===== src/rtl/el2_regfile_snapshot_streamer_if.sv =====
// el2_regfile_if: register-file observation bundle, 26 x 32-bit GPR/TLU values exposed by the core.
interface el2_regfile_if;
    logic [31:0] ra, sp, fp, a0, a1, a2, a3, a4, a5, a6, a7;
    logic [31:0] pc, npc, mstatus, mie, mtvec, mscratch, mepc, mcause, mtval, mip;
    logic [31:0] mcyclel, mcycleh, minstretl, minstreth, mrac;
    modport master (
        output ra, sp, fp, a0, a1, a2, a3, a4, a5, a6, a7,
               pc, npc, mstatus, mie, mtvec, mscratch, mepc, mcause, mtval, mip,
               mcyclel, mcycleh, minstretl, minstreth, mrac
    );
    modport slave (
        input ra, sp, fp, a0, a1, a2, a3, a4, a5, a6, a7,
              pc, npc, mstatus, mie, mtvec, mscratch, mepc, mcause, mtval, mip,
              mcyclel, mcycleh, minstretl, minstreth, mrac
    );
    modport veer_rf_sink (
        input ra, sp, fp, a0, a1, a2, a3, a4, a5, a6, a7,
              pc, npc, mstatus, mie, mtvec, mscratch, mepc, mcause, mtval, mip,
              mcyclel, mcycleh, minstretl, minstreth, mrac
    );
endinterface


===== src/rtl/el2_regfile_snapshot_streamer.sv =====
// el2_regfile_snapshot_streamer: captures all 26 observed registers on snap_req and streams the SEL_MASK subset.
// Define EL2_RF_SNAPSHOT_TIMESTAMP_EN to prefix each stream with a capture-timestamp header beat (out_idx=31).
module el2_regfile_snapshot_streamer #(
    parameter logic [25:0] SEL_MASK = 26'h3FF_FFFF
) (
    input  logic                       clk,
    input  logic                       rst_l,
    el2_regfile_if.veer_rf_sink        rf,
    input  logic                       snap_req,
    output logic                       snap_busy,
    output logic                       snap_drop,
    output logic                       out_valid,
    input  logic                       out_ready,
    output logic [31:0]                out_data,
    output logic [4:0]                 out_idx,
    output logic                       out_last
);
    localparam logic [4:0] HDR_IDX = 5'd31;

    if (SEL_MASK == '0) begin : g_bad_mask
        $error("SEL_MASK must be nonzero");
    end

    // Lowest selected index above i; HDR_IDX acts as "before index 0" and as the none-left result.
    function automatic logic [4:0] sel_after(input logic [4:0] i);
        logic [4:0] r;
        r = HDR_IDX;
        for (int j = 25; j >= 0; j--)
            if (SEL_MASK[j] && (i == HDR_IDX || j > int'(i))) r = 5'(j);
        return r;
    endfunction

    typedef enum logic {IDLE, STREAM} state_t;
    state_t state, state_nxt;
    logic [4:0] idx, idx_nxt;
    logic [31:0] shadow [26];
    logic [31:0] cap [26];
    logic [31:0] ts_cap;
    logic fire, capture, drop_nxt;

`ifdef EL2_RF_SNAPSHOT_TIMESTAMP_EN
    localparam logic [4:0] START_IDX = HDR_IDX;
    logic [31:0] ts;
    always_ff @(posedge clk or negedge rst_l)
        if (!rst_l) begin
            ts     <= '0;
            ts_cap <= '0;
        end else begin
            ts <= ts + 32'd1;
            if (capture) ts_cap <= ts;
        end
`else
    localparam logic [4:0] START_IDX = sel_after(HDR_IDX);
    assign ts_cap = '0;
`endif

    assign cap = '{rf.ra, rf.sp, rf.fp, rf.a0, rf.a1, rf.a2, rf.a3, rf.a4, rf.a5, rf.a6, rf.a7,
                   rf.pc, rf.npc, rf.mstatus, rf.mie, rf.mtvec, rf.mscratch, rf.mepc, rf.mcause,
                   rf.mtval, rf.mip, rf.mcyclel, rf.mcycleh, rf.minstretl, rf.minstreth, rf.mrac};

    assign out_valid = state == STREAM;
    assign snap_busy = out_valid;
    assign out_idx   = out_valid ? idx : '0;
    assign out_last  = out_valid && sel_after(idx) == HDR_IDX;
    assign out_data  = !out_valid ? '0 : idx == HDR_IDX ? ts_cap : shadow[idx];

    // A request coinciding with the final handshake chains straight into a new stream.
    always_comb begin
        fire      = out_valid && out_ready;
        capture   = snap_req && (state == IDLE || (fire && out_last));
        drop_nxt  = snap_req && state == STREAM && !capture;
        state_nxt = state;
        idx_nxt   = idx;
        if (capture) begin
            state_nxt = STREAM;
            idx_nxt   = START_IDX;
        end else if (fire && out_last) begin
            state_nxt = IDLE;
            idx_nxt   = '0;
        end else if (fire) begin
            idx_nxt   = sel_after(idx);
        end
    end

    always_ff @(posedge clk or negedge rst_l)
        if (!rst_l) begin
            state     <= IDLE;
            idx       <= '0;
            snap_drop <= 1'b0;
        end else begin
            state     <= state_nxt;
            idx       <= idx_nxt;
            snap_drop <= drop_nxt;
        end

    always_ff @(posedge clk or negedge rst_l)
        if (!rst_l) shadow <= '{default: '0};
        else if (capture) shadow <= cap;
endmodule


===== src/flat_wrapper.sv =====
// flat-port wrapper written by rule: the top's interface ports become plain ports
module el2_regfile_snapshot_streamer_flat 
#(
    parameter logic [25:0] SEL_MASK = 26'h3FF_FFFF
)
  (clk, rst_l, snap_req, snap_busy, snap_drop, out_valid, out_ready, out_data, out_idx, out_last, rf_ra, rf_sp, rf_fp, rf_a0, rf_a1, rf_a2, rf_a3, rf_a4, rf_a5, rf_a6, rf_a7, rf_pc, rf_npc, rf_mstatus, rf_mie, rf_mtvec, rf_mscratch, rf_mepc, rf_mcause, rf_mtval, rf_mip, rf_mcyclel, rf_mcycleh, rf_minstretl, rf_minstreth, rf_mrac);
  el2_regfile_if rf_i ();
  input  logic clk;
  input  logic rst_l;
  input  logic snap_req;
  output logic snap_busy;
  output logic snap_drop;
  output logic out_valid;
  input  logic out_ready;
  output logic [31:0] out_data;
  output logic [4:0] out_idx;
  output logic out_last;
  input wire logic [$bits(rf_i.ra)-1:0] rf_ra;
  input wire logic [$bits(rf_i.sp)-1:0] rf_sp;
  input wire logic [$bits(rf_i.fp)-1:0] rf_fp;
  input wire logic [$bits(rf_i.a0)-1:0] rf_a0;
  input wire logic [$bits(rf_i.a1)-1:0] rf_a1;
  input wire logic [$bits(rf_i.a2)-1:0] rf_a2;
  input wire logic [$bits(rf_i.a3)-1:0] rf_a3;
  input wire logic [$bits(rf_i.a4)-1:0] rf_a4;
  input wire logic [$bits(rf_i.a5)-1:0] rf_a5;
  input wire logic [$bits(rf_i.a6)-1:0] rf_a6;
  input wire logic [$bits(rf_i.a7)-1:0] rf_a7;
  input wire logic [$bits(rf_i.pc)-1:0] rf_pc;
  input wire logic [$bits(rf_i.npc)-1:0] rf_npc;
  input wire logic [$bits(rf_i.mstatus)-1:0] rf_mstatus;
  input wire logic [$bits(rf_i.mie)-1:0] rf_mie;
  input wire logic [$bits(rf_i.mtvec)-1:0] rf_mtvec;
  input wire logic [$bits(rf_i.mscratch)-1:0] rf_mscratch;
  input wire logic [$bits(rf_i.mepc)-1:0] rf_mepc;
  input wire logic [$bits(rf_i.mcause)-1:0] rf_mcause;
  input wire logic [$bits(rf_i.mtval)-1:0] rf_mtval;
  input wire logic [$bits(rf_i.mip)-1:0] rf_mip;
  input wire logic [$bits(rf_i.mcyclel)-1:0] rf_mcyclel;
  input wire logic [$bits(rf_i.mcycleh)-1:0] rf_mcycleh;
  input wire logic [$bits(rf_i.minstretl)-1:0] rf_minstretl;
  input wire logic [$bits(rf_i.minstreth)-1:0] rf_minstreth;
  input wire logic [$bits(rf_i.mrac)-1:0] rf_mrac;
  assign rf_i.ra = rf_ra;
  assign rf_i.sp = rf_sp;
  assign rf_i.fp = rf_fp;
  assign rf_i.a0 = rf_a0;
  assign rf_i.a1 = rf_a1;
  assign rf_i.a2 = rf_a2;
  assign rf_i.a3 = rf_a3;
  assign rf_i.a4 = rf_a4;
  assign rf_i.a5 = rf_a5;
  assign rf_i.a6 = rf_a6;
  assign rf_i.a7 = rf_a7;
  assign rf_i.pc = rf_pc;
  assign rf_i.npc = rf_npc;
  assign rf_i.mstatus = rf_mstatus;
  assign rf_i.mie = rf_mie;
  assign rf_i.mtvec = rf_mtvec;
  assign rf_i.mscratch = rf_mscratch;
  assign rf_i.mepc = rf_mepc;
  assign rf_i.mcause = rf_mcause;
  assign rf_i.mtval = rf_mtval;
  assign rf_i.mip = rf_mip;
  assign rf_i.mcyclel = rf_mcyclel;
  assign rf_i.mcycleh = rf_mcycleh;
  assign rf_i.minstretl = rf_minstretl;
  assign rf_i.minstreth = rf_minstreth;
  assign rf_i.mrac = rf_mrac;
  el2_regfile_snapshot_streamer #(.SEL_MASK(SEL_MASK)) u_core (.clk(clk), .rst_l(rst_l), .rf(rf_i), .snap_req(snap_req), .snap_busy(snap_busy), .snap_drop(snap_drop), .out_valid(out_valid), .out_ready(out_ready), .out_data(out_data), .out_idx(out_idx), .out_last(out_last));
endmodule

===== config.mk =====
export PLATFORM = sky130hd
export DESIGN_NAME = el2_regfile_snapshot_streamer_flat
export DESIGN_NICKNAME = d
export VERILOG_FILES = /design/src/rtl/el2_regfile_snapshot_streamer_if.sv /design/src/rtl/el2_regfile_snapshot_streamer.sv /design/src/flat_wrapper.sv
export SDC_FILE = /design/constraint.sdc
export NUM_CORES = 1
export LEC_CHECK = 0
export CORE_AREA = 5 5 343 345
export CTS_CLUSTER_DIAMETER = 120
export DETAILED_ROUTE_END_ITERATION = 8
export DIE_AREA = 0 0 348 350
export DONT_BUFFER_PORTS = 1
export PLACE_DENSITY_LB_ADDON = 0.3
export SLEW_MARGIN = 20
export SYNTH_ARGS = -nofsm -noshare
export SYNTH_HDL_FRONTEND = slang
export SYNTH_SLANG_ARGS = --single-unit

===== constraint.sdc =====
create_clock -name clk -period 7.3 [get_ports clk]
set_clock_uncertainty 0.05 [all_clocks]
set_input_delay 1.46 -clock clk [delete_from_list [all_inputs] [get_ports clk]]
set_output_delay 1.46 -clock clk [all_outputs]
set_load 0.1 [all_outputs]

==> impl_metrics.toml <==
[outcome]
status = "finished, final reports clean"

[run]
drv_cap = 0

[timing]
final-max-slew-violation-count = 0
fin_setup_tns_ns = 0
setup_viol = 0
fmax_mhz = 169
tightest_slew_ns = 1.15
rsz0062_at_grt = "false"
max-slew-margin-rel = 0.230
finalCritPeriodShare = 0.809
hold_viol = 0
worst_slack_ns = 1.39
min_period_ns = 5.91

[critical_path]
cp.required_ns = 5.79
r2r-start = "u_core.idx[3]"
r2r_end = "u_core.shadow[720]"
rr_worst_depth = 6
cp.arrival_ns = 4.40
end_kind = "output port"
regToRegSetupSlack_ns = 3.53
setup.worst_path.start_class = "register"
slowest_stage = "dfrtp_4"
path_cells = "buf_4 -> and2_2 -> buf_4 -> a22oi_1 -> nand4_1 -> o211ai_1 -> buf_16"
max_stage_delay_ns = 0.79
critPathKind = "register to output port"
path_common_cell = "buf_4"
cp_max_fo = 37
cp_top_family = "buffers and inverters"
critPathBufInv = 3

[detailed_routing]
ant_nets = 0
met1_length_um = 53700
wl_met3_um = 12100
drt_iter0_markers = 1633
drtPass1Iterations = 5
vias = 23300
top_layer = "met5"
drc = 0
wl_met2_um = 67200
viasPerCell = 5.40
wl_um = 139000
avgRoutedWirePerCell_um = 32.2

[synth]
synth_top_area_share = 0.547
synth_edf_count = 0
yosys_warnings = 0
ys_top_cells_by_count = "dfrtp_1, mux2_1, mux2_2"
synth.distinct_cells = 44
synth-seq-cells = 839
synth_ff_type = "dfrtp_1"
ys_async_sr_fraction = 1.00
synth_largest_area_cell = "dfrtp_1"
synth.most_common_cell = "dfrtp_1"
syn-instance-count = 2661
synth_top_cells_by_area = "dfrtp_1, mux2_1, mux2_2"
syn_nets = 3497
ys_seq_area_frac = 0.547
avgSynthCellArea_um2 = 14.4
netlist_area_mm2 = 0.0384

[die]
num_io_pins = 877
die_x_um = 348
initial_core_util = 0.337
row_count = 124
die_area_mm2 = 0.122
die_h_um = 350
coreArea_mm2 = 0.114

[clock_tree]
htree_levels = 3
ctsLongestPathBuffers = 3
cts_setup_buffers = 0
cts_sinks = 839
cts_resized = 0
numCtsBuffers = 93
clock_latency_ns = 0.67
cts_root_buf = "clkbuf_16"
clkTransAtPathRegs_ns = 0.06
cts_tree = "done"
cts_hold_buf = 0

[global_route]
grt_pass1_wl_um = 190000
gr-total-overflow = 0
track_usage = 0.218
grt_max_degree = 840
grt_pass1_vias = 24700
antenna_found_initial = 146

[final_layout]
fin_nets = 3471
area_growth_pct = 14.5
drive_gt1_frac = 0.242
instances_no_fill = 4319
fill_cells = 10700

[placement]
place_ws_ns = 1.74
gp_congestion = 0.861
dp_cells = 4047
port_buffers = 0
dpl.hpwl_um = 106000

[power_and_ir_drop]
vdd_drop_max_mv = 0.564
leakagePower_nw = 19.0
powerDensity_mw_per_mm2 = 540

[worst_hold_path]
whs_path_depth = 1
hold_end = "u_core.shadow[41]"
hold_path_startpoint = "u_core.shadow[41]"
hp-class = "register to register"
[how the worst max path moves through the flow]
stage	cells after the start	end	from
2_1_floorplan	5	out_data[30]	u_core.idx[1]
3_3_place_gp	6	out_data[24]	u_core.idx[1]
4_1_cts	6	out_data[28]	u_core.idx[1]
3_5_place_dp	6	out_data[28]	u_core.idx[1]
6_report	7	out_data[17]	u_core.idx[1]
5_1_grt	7	out_data[8]	u_core.idx[1]
[through the flow]
stage          total power (W)   util  hold WS, ns  cell area (um^2)
6_report                0.0237  0.386        0.434             44000
3_3_place_gp            0.0187  0.355        0.420             40400
4_1_cts                 0.0239  0.383        0.437             43600
2_1_floorplan           0.0142      -        0.409             38400
3_5_place_dp            0.0190  0.355        0.425             40400
5_1_grt                 0.0249  0.385        0.402             43900
[registers in the layout, summed over array words and instances (netlist names)]
name	flops
u_core.out_valid	1
u_core.idx	5
u_core.snap_drop	1
u_core.shadow	832
[kinds of logic (layout without fill, tap and decap cells)]
kind of cell           count (synthesis)  in the layout  share of synthesized area
AND/OR/NAND/NOR                      180            180                     0.0244
flip-flops                           839            839                      0.547
AO/OA/AOI/OAI                        231            231                     0.0430
buffers and inverters                205            255                     0.0328
multiplexers                        1206           1206                      0.353
other                                  0             96                          0
[per-layer routing]
layer,global-route usage,vias up
met5,0,-
met4,0.0887,44
met3,0.0846,311
met2,0.359,978
met1,0.257,12100
li1,-,9947
[layout make-up]
class	count	area, um^2	area share
flip-flops and latches	839	21000	0.478
multi-input cells	1617	16200	0.370
clock buffers	136	2670	0.0607
well taps	1512	1890	0.0430
repair buffers	80	1430	0.0325
clock inverters	35	460	0.0105
diodes	96	240	0.00546
inverters	4	15.0	0.000342
[layout by cell type (no fill, tap or decap), types with 3 or more instances in the layout]
| cell type | n |
|---|---|
| a21oi_1 | 12 |
| o211ai_1 | 31 |
| a22oi_1 | 75 |
| nand2_1 | 66 |
| dfrtp_1 | 834 |
| dfrtp_4 | 3 |
| buf_12 | 7 |
| clkbuf_16 | 94 |
| mux2_2 | 373 |
| and2_1 | 8 |
| clkbuf_1 | 26 |
| diode_2 | 96 |
| mux4_2 | 33 |
| a221oi_2 | 4 |
| bufinv_16 | 7 |
| inv_1 | 4 |
| nor2_1 | 4 |
| a221oi_1 | 17 |
| mux2_1 | 480 |
| o21ai_0 | 16 |
| buf_16 | 37 |
| nand4_1 | 33 |
| buf_4 | 36 |
| clkinv_2 | 10 |
| nand3b_1 | 11 |
| mux2i_1 | 320 |
| a211oi_1 | 11 |
| inv_6 | 6 |
| nand3_1 | 36 |
| o22ai_1 | 52 |
| clkbuf_8 | 16 |
| clkinvlp_4 | 6 |
| o31ai_1 | 3 |
[where the power goes]
group | total (W) | switching (W) | internal, W
registers | 0.00841 | 0.00150 | 0.00691
clock network | 0.00481 | 0.00201 | 0.00281
logic | 0.0105 | 0.00619 | 0.00432
total | 0.0237 | 0.00970 | 0.0140
Note: power is estimated with default switching activity, not from simulation.
